**src/rtl/hazard_unit_if.sv**
```systemverilog
// Data-memory request handshake between the hazard unit and the data memory.
interface hazard_unit_if;
    logic dmem_req;
    logic dmem_ready;

    modport master (output dmem_req, input dmem_ready);
    modport slave  (input dmem_req, output dmem_ready);
endinterface

```
**src/rtl/hazard_unit.sv**
```systemverilog
// Pipeline hazard and stall controller for the 5-stage MIPS core.
// Forwarding, stall and flush outputs are combinational; the memory-wait
// FSM and the stall-event counters are the only state.
//
//   state    | meaning
//   ---------+-------------------------------------------------------------
//   IDLE     | no outstanding memory access, pipeline free to advance
//   MEM_WAIT | data memory busy on an access, pipeline frozen until ready
module hazard_unit #(
    parameter int CNT_W = 16
) (
    input  logic             clk,
    input  logic             reset,
    input  logic [4:0]       rsD,
    input  logic [4:0]       rtD,
    input  logic [4:0]       rsE,
    input  logic [4:0]       rtE,
    input  logic [4:0]       writeregE,
    input  logic [4:0]       writeregM,
    input  logic [4:0]       writeregW,
    input  logic             regwriteE,
    input  logic             regwriteM,
    input  logic             regwriteW,
    input  logic             memtoregE,
    input  logic             memtoregM,
    input  logic             memwriteM,
    input  logic             branchD,
    input  logic             orpcsrcD,
    hazard_unit_if.master    dmem,
    output logic             forwardAD,
    output logic             forwardBD,
    output logic [1:0]       forwardAE,
    output logic [1:0]       forwardBE,
    output logic             stallF,
    output logic             stallD,
    output logic             stallE,
    output logic             stallM,
    output logic             flushD,
    output logic             flushE,
    output logic             flushW,
    output logic [CNT_W-1:0] lwstall_cnt,
    output logic [CNT_W-1:0] brstall_cnt,
    output logic [CNT_W-1:0] memstall_cnt
);

    typedef enum logic {IDLE, MEM_WAIT} state_t;

    state_t state, nextState;
    logic   lwStall, brStall, memOp, memStall, lwEvent, brEvent;

    // Register 0 is hardwired, so it never creates a dependency.
    function automatic logic regMatch(input logic [4:0] a, input logic [4:0] b);
        return (a == b) && (a != 5'd0);
    endfunction

    // Operand forwarding: Memory stage result takes priority over Writeback.
    always_comb begin
        forwardAE = 2'b00;
        forwardBE = 2'b00;
        if (regwriteM && regMatch(writeregM, rsE))      forwardAE = 2'b10;
        else if (regwriteW && regMatch(writeregW, rsE)) forwardAE = 2'b01;
        if (regwriteM && regMatch(writeregM, rtE))      forwardBE = 2'b10;
        else if (regwriteW && regMatch(writeregW, rtE)) forwardBE = 2'b01;
        forwardAD = regwriteM && regMatch(writeregM, rsD);
        forwardBD = regwriteM && regMatch(writeregM, rtD);
    end

    // Hazard detection terms feeding the stall/flush priority logic.
    always_comb begin
        lwStall = memtoregE && (regMatch(rtE, rsD) || regMatch(rtE, rtD));
        brStall = branchD &&
                  ((regwriteE && (regMatch(writeregE, rsD) || regMatch(writeregE, rtD))) ||
                   (memtoregM && (regMatch(writeregM, rsD) || regMatch(writeregM, rtD))));
        memOp   = memtoregM || memwriteM;
    end

    // Memory-wait state register.
    always_ff @(posedge clk) begin
        if (reset) state <= IDLE;
        else       state <= nextState;
    end

    // Next state, memory handshake and stall/flush outputs; a frozen
    // pipeline masks the load-use and branch stalls.
    always_comb begin
        nextState = state;
        dmem.dmem_req = 1'b0;
        memStall  = 1'b0;
        stallF    = 1'b0;
        stallD    = 1'b0;
        stallE    = 1'b0;
        stallM    = 1'b0;
        flushD    = 1'b0;
        flushE    = 1'b0;
        flushW    = 1'b0;
        lwEvent   = 1'b0;
        brEvent   = 1'b0;
        case (state)
            IDLE: begin
                dmem.dmem_req = memOp;
                memStall = memOp && !dmem.dmem_ready;
                if (memStall) nextState = MEM_WAIT;
            end
            MEM_WAIT: begin
                dmem.dmem_req = 1'b1;
                memStall = !dmem.dmem_ready;
                if (dmem.dmem_ready) nextState = IDLE;
            end
            default: nextState = IDLE;
        endcase
        if (memStall) begin
            stallF = 1'b1;
            stallD = 1'b1;
            stallE = 1'b1;
            stallM = 1'b1;
            flushW = 1'b1;
        end else begin
            lwEvent = lwStall;
            brEvent = brStall;
            stallF  = lwStall || brStall;
            stallD  = lwStall || brStall;
            flushE  = lwStall || brStall;
            flushD  = orpcsrcD && !(lwStall || brStall);
        end
    end

    // Saturating stall-event counters for performance debug.
    always_ff @(posedge clk) begin
        if (reset) begin
            lwstall_cnt  <= '0;
            brstall_cnt  <= '0;
            memstall_cnt <= '0;
        end else begin
            if (lwEvent && (lwstall_cnt != '1))   lwstall_cnt  <= lwstall_cnt + CNT_W'(1);
            if (brEvent && (brstall_cnt != '1))   brstall_cnt  <= brstall_cnt + CNT_W'(1);
            if (memStall && (memstall_cnt != '1)) memstall_cnt <= memstall_cnt + CNT_W'(1);
        end
    end

endmodule

```
**src/flat_wrapper.sv**
```systemverilog
// flat-port wrapper written by rule: the top's interface ports become plain ports
module hazard_unit_flat 
#(
    parameter int CNT_W = 16
)
  (clk, reset, rsD, rtD, rsE, rtE, writeregE, writeregM, writeregW, regwriteE, regwriteM, regwriteW, memtoregE, memtoregM, memwriteM, branchD, orpcsrcD, forwardAD, forwardBD, forwardAE, forwardBE, stallF, stallD, stallE, stallM, flushD, flushE, flushW, lwstall_cnt, brstall_cnt, memstall_cnt, dmem_dmem_req, dmem_dmem_ready);
  hazard_unit_if dmem_i ();
  input  logic clk;
  input  logic reset;
  input  logic [4:0] rsD;
  input  logic [4:0] rtD;
  input  logic [4:0] rsE;
  input  logic [4:0] rtE;
  input  logic [4:0] writeregE;
  input  logic [4:0] writeregM;
  input  logic [4:0] writeregW;
  input  logic regwriteE;
  input  logic regwriteM;
  input  logic regwriteW;
  input  logic memtoregE;
  input  logic memtoregM;
  input  logic memwriteM;
  input  logic branchD;
  input  logic orpcsrcD;
  output logic forwardAD;
  output logic forwardBD;
  output logic [1:0] forwardAE;
  output logic [1:0] forwardBE;
  output logic stallF;
  output logic stallD;
  output logic stallE;
  output logic stallM;
  output logic flushD;
  output logic flushE;
  output logic flushW;
  output logic [CNT_W-1:0] lwstall_cnt;
  output logic [CNT_W-1:0] brstall_cnt;
  output logic [CNT_W-1:0] memstall_cnt;
  output wire logic [$bits(dmem_i.dmem_req)-1:0] dmem_dmem_req;
  input wire logic [$bits(dmem_i.dmem_ready)-1:0] dmem_dmem_ready;
  assign dmem_dmem_req = dmem_i.dmem_req;
  assign dmem_i.dmem_ready = dmem_dmem_ready;
  hazard_unit #(.CNT_W(CNT_W)) u_core (.clk(clk), .reset(reset), .rsD(rsD), .rtD(rtD), .rsE(rsE), .rtE(rtE), .writeregE(writeregE), .writeregM(writeregM), .writeregW(writeregW), .regwriteE(regwriteE), .regwriteM(regwriteM), .regwriteW(regwriteW), .memtoregE(memtoregE), .memtoregM(memtoregM), .memwriteM(memwriteM), .branchD(branchD), .orpcsrcD(orpcsrcD), .dmem(dmem_i), .forwardAD(forwardAD), .forwardBD(forwardBD), .forwardAE(forwardAE), .forwardBE(forwardBE), .stallF(stallF), .stallD(stallD), .stallE(stallE), .stallM(stallM), .flushD(flushD), .flushE(flushE), .flushW(flushW), .lwstall_cnt(lwstall_cnt), .brstall_cnt(brstall_cnt), .memstall_cnt(memstall_cnt));
endmodule
```
**config.mk**
```make
export PLATFORM = sky130hd
export DESIGN_NAME = hazard_unit_flat
export DESIGN_NICKNAME = d
export VERILOG_FILES = /design/src/rtl/hazard_unit_if.sv /design/src/rtl/hazard_unit.sv /design/src/flat_wrapper.sv
export SDC_FILE = /design/constraint.sdc
export NUM_CORES = 1
export LEC_CHECK = 0
export ABC_AREA = 1
export ABC_CLOCK_PERIOD_IN_PS = 1900
export CORE_ASPECT_RATIO = 0.5
export CORE_MARGIN = 1.5
export CORE_UTILIZATION = 26
export CTS_BUF_LIST = sky130_fd_sc_hd__clkbuf_8
export DETAILED_ROUTE_END_ITERATION = 16
export GPL_ROUTABILITY_DRIVEN = 0
export SETUP_SLACK_MARGIN = 0.05
export SKIP_CTS_REPAIR_TIMING = 1
export SYNTH_ARGS = -nofsm -noshare
export SYNTH_HDL_FRONTEND = slang
export SYNTH_SLANG_ARGS = --single-unit
```
**constraint.sdc**
```tcl
create_clock -name clk -period 1.9 [get_ports clk]
set_input_delay 0.38 -clock clk [delete_from_list [all_inputs] [get_ports clk]]
set_output_delay 0.38 -clock clk [all_outputs]
set_load 0.02 [all_outputs]
```
==> key figures <==
Routing
  – # DRC: 0
  – Vias per inst: 4.469
  – Initial detailed-routing violation count: 241
  – Antenna-violating nets left: 0
  – DR WL/cell: 11.75 um
  – Drt pass-1 iters: 4
  – Vias after detailed routing: 4,250
  – Final Routed Wirelength: 11.17 mm

Worst setup path
  – Slowest stage cell on the critical path: nor4_4
  – Bufs and invs on worst path: 3
  – Crit path DAT: 1.64 ns
  – CP Launch Type: input port
  – Critical Path Max Stage Delay: 0.33 ns
  – Worst EP required: 1.52 ns
  – CP Cell Sequence: buf_8 -> buf_6 -> or2_4 -> a21oi_2 -> nand4_1 -> nor4_4 -> nor3_2 -> buf_2
  – Cell family with most CP delay: simple AND/OR/NAND/NOR gates
  – Critical path endpoint category: output port
  – Worst Path Max Fanout: 4
  – Crit path kind: input port to output port

Timing
  – Max_slew headroom: 73.99%
  – Worst Setup Slack, final: -0.1202 ns
  – Least-Margin Pin Slew: 0.3871 ns
  – Period utilization: 106.3%
  – RSZ-0062 raised after global routing: yes
  – Worst Skew: 0.01452 ns
  – Max Clk Rate: 495.0 MHz
  – Final critical-path required period: 2.020 ns
  – Final Max Slew Viols: 0
  – Setup Viol. Count Final: 7
  – Final hold violations: 0

Clock network
  – CTS Root Cell: clkbuf_8
  – Total CTS buffers: 5
  – CTS sink cnt: 49
  – CTS tree: done
  – Worst-Skew Late Latency: 0.30 ns
  – Htree depth: 2
  – Worst-path clk slew: 0.08 ns
  – Maximum root-to-sink buffer count: 2

Global routing
  – GR met2 Demand/Resource: 25.10%
  – First-pass GRT wire length: 17.31 mm
  – Antenna violations before repair: 0
  – GRT met1 Usage: 19.28%
  – Gr ovfl total: 0
  – Vias in the first global route: 3,738
  – Met3 Use GR: 2.100%
  – Busiest grt layer: met2
  – All-layer global routing usage: 14.40%
  – Pin count of the biggest net entering global routing: 21

Die
  – Die area: 14,610 um^2
  – Initial core utilization: 26.57%
  – Die width: 169.4 um
  – Core box area: 13,550 um^2
  – Die height: 86.22 um
  – Row cnt: 30
  – Ports: 108

Yosys
  – Distinct cells, synth: 41
  – Main combinational cell family by area after synthesis: simple AND/OR/NAND/NOR gates
  – Synth Area in Compound Gates: 10.74%
  – Async set-reset flop share out of synthesis: 0%
  – Mux share of post-synthesis cell area: 0%
  – Ys flop type: dfxtp_1
  – Count of warnings emitted by yosys: 0
  – Synth Area in Simple Gates: 39.85%
  – Post-synth EDFFs: 0
  – Post-Synth Adder-Cell Area: 1.042%
  – Synth Register Bits: 49
  – Mapped cell area: 3601 um^2
  – Synth Area in XOR/XNOR: 8.270%
  – Cells after Synth: 587
  – Mean Syn Cell Area: 6.135 um^2
  – Register area share after synthesis: 27.24%
  – Syn Nets: 636

Placed design
  – Setup slack at placement: -1.050 ns
  – Port Buf Inserts: 107
  – Placed cells: 931
  – Final HPWL DP: 8.481 mm

Final layout
  – Post-layout util: 42.38%
  – Multi-input logic area: 2409 um^2
  – Filler cells: 1,411
  – Reg area: 984.7 um^2
  – Layout Cells excl Fill: 951
  – Commonest non-fill, non-tap cell in the layout: nand2_1
  – Nets: 807
  – Commonest cells after routing, fill and taps aside: nand2_1 (138), buf_4 (77), inv_1 (74), nor2_1 (61), clkdlybuf4s50_1 (55)
  – Antenna diodes: 0
  – Layout cells sized above 1: 26.22%
  – P&R area growth vs syn: 59.49%

Power
  – Power Dens Cells: 401.5 nW/um^2
  – Maximum vdd drop: 0.2392 mV
  – Leakage power: 2.608 nW

Worst hold path
  – Hold Path Class: flip-flop to flip-flop

Status
  – Status: finished with violations
  – Violated checks: negative setup slack

Run
  – Max-Cap Viols: 0
==> synthesized netlist by cell type, types with 2 or more instances <==
cell type	n	area, um^2
buf_4	7	52.55
nor2_2	3	18.77
nand4_2	3	37.54
inv_1	87	326.6
dfxtp_1	49	980.9
nor4_1	7	43.79
nand2_1	151	566.8
nor2_1	74	277.8
o22ai_1	3	18.77
nor3_1	18	90.09
xnor2_1	15	131.4
ha_1	3	37.54
nand4_1	19	118.9
nand3b_1	3	22.52
nand3_1	34	170.2
buf_2	4	20.02
a31oi_1	3	18.77
o21ai_0	23	115.1
inv_2	3	11.26
nor3b_1	2	15.01
or2_2	2	12.51
a21oi_1	35	175.2
xor2_1	19	166.4
clkbuf_1	3	11.26
==> power by group <==
group	switching, mW	leakage [nW]	total (mW)	internal, mW
clock network	0.367	0.0512	0.663	0.296
registers	0.00856	0.396	1.04	1.04
logic	0.306	2.16	0.599	0.292
==> worst min-delay path, cell delays in order, from the launching register on <==
cell     delay (ns)
dfxtp_1        0.33
inv_1          0.06
a21oi_1        0.06
==> state kept, by name (all words and copies together), names as in the netlist <==
signal               cells
u_core.brstall_cnt      16
u_core.lwstall_cnt      16
u_core.memstall_cnt     16
u_core.state             1
==> through the flow <==
step	total power [mW]	instance area (um^2)	hold slack, ns	setup TNS [ns]
after CTS	2.284	5413	0.4851	-12.42
after detailed placement	1.608	5316	0.4715	-27.67
after global routing	2.432	5743	0.5081	-0.8010
after floorplan	1.335	3662	0.5350	-0.05528
final	2.306	5743	0.4885	-0.3380
after global placement	1.605	5316	0.4595	-27.12
==> routing by layer <==
layer,up-vias,wire length [um]
met5,-,0
met4,0,46
met3,4,464
met2,94,5430
met1,1931,5232
li1,2221,-
==> area by class of cell <==
cell class / count / area share [%]
Multi-Input combinational cell: 429 / 41.94
Inverter: 91 / 6.144
Timing Repair Buffer: 182 / 28.91
Clock buffer: 6 / 1.438
Tap cell: 192 / 4.183
Clock inverter: 2 / 0.2397
Sequential cell: 49 / 17.15
==> worst paths after layout <==
kind	start	end	slack, ns	depth (start not counted)
setup / recovery	writeregM[4]	forwardAE[0]	-0.12	8
hold / removal	u_core.brstall_cnt[7]	u_core.brstall_cnt[7]	0.49	2
setup reg to reg	u_core.memstall_cnt[1]	u_core.memstall_cnt[3]	0.15	10
hold reg to reg	u_core.brstall_cnt[7]	u_core.brstall_cnt[7]	0.49	2
==> cells by family (layout without fill, tap and decap cells) <==
kind of cell / Yosys count / in the layout
XOR/XNOR: 34 / 34
buffers and inverters: 109 / 281
AO/OA/AOI/OAI: 70 / 70
flip-flops: 49 / 49
AND/OR/NAND/NOR: 322 / 322
adder cells (fa/ha/maj): 3 / 3
Note: power is estimated with default switching activity, not from simulation.
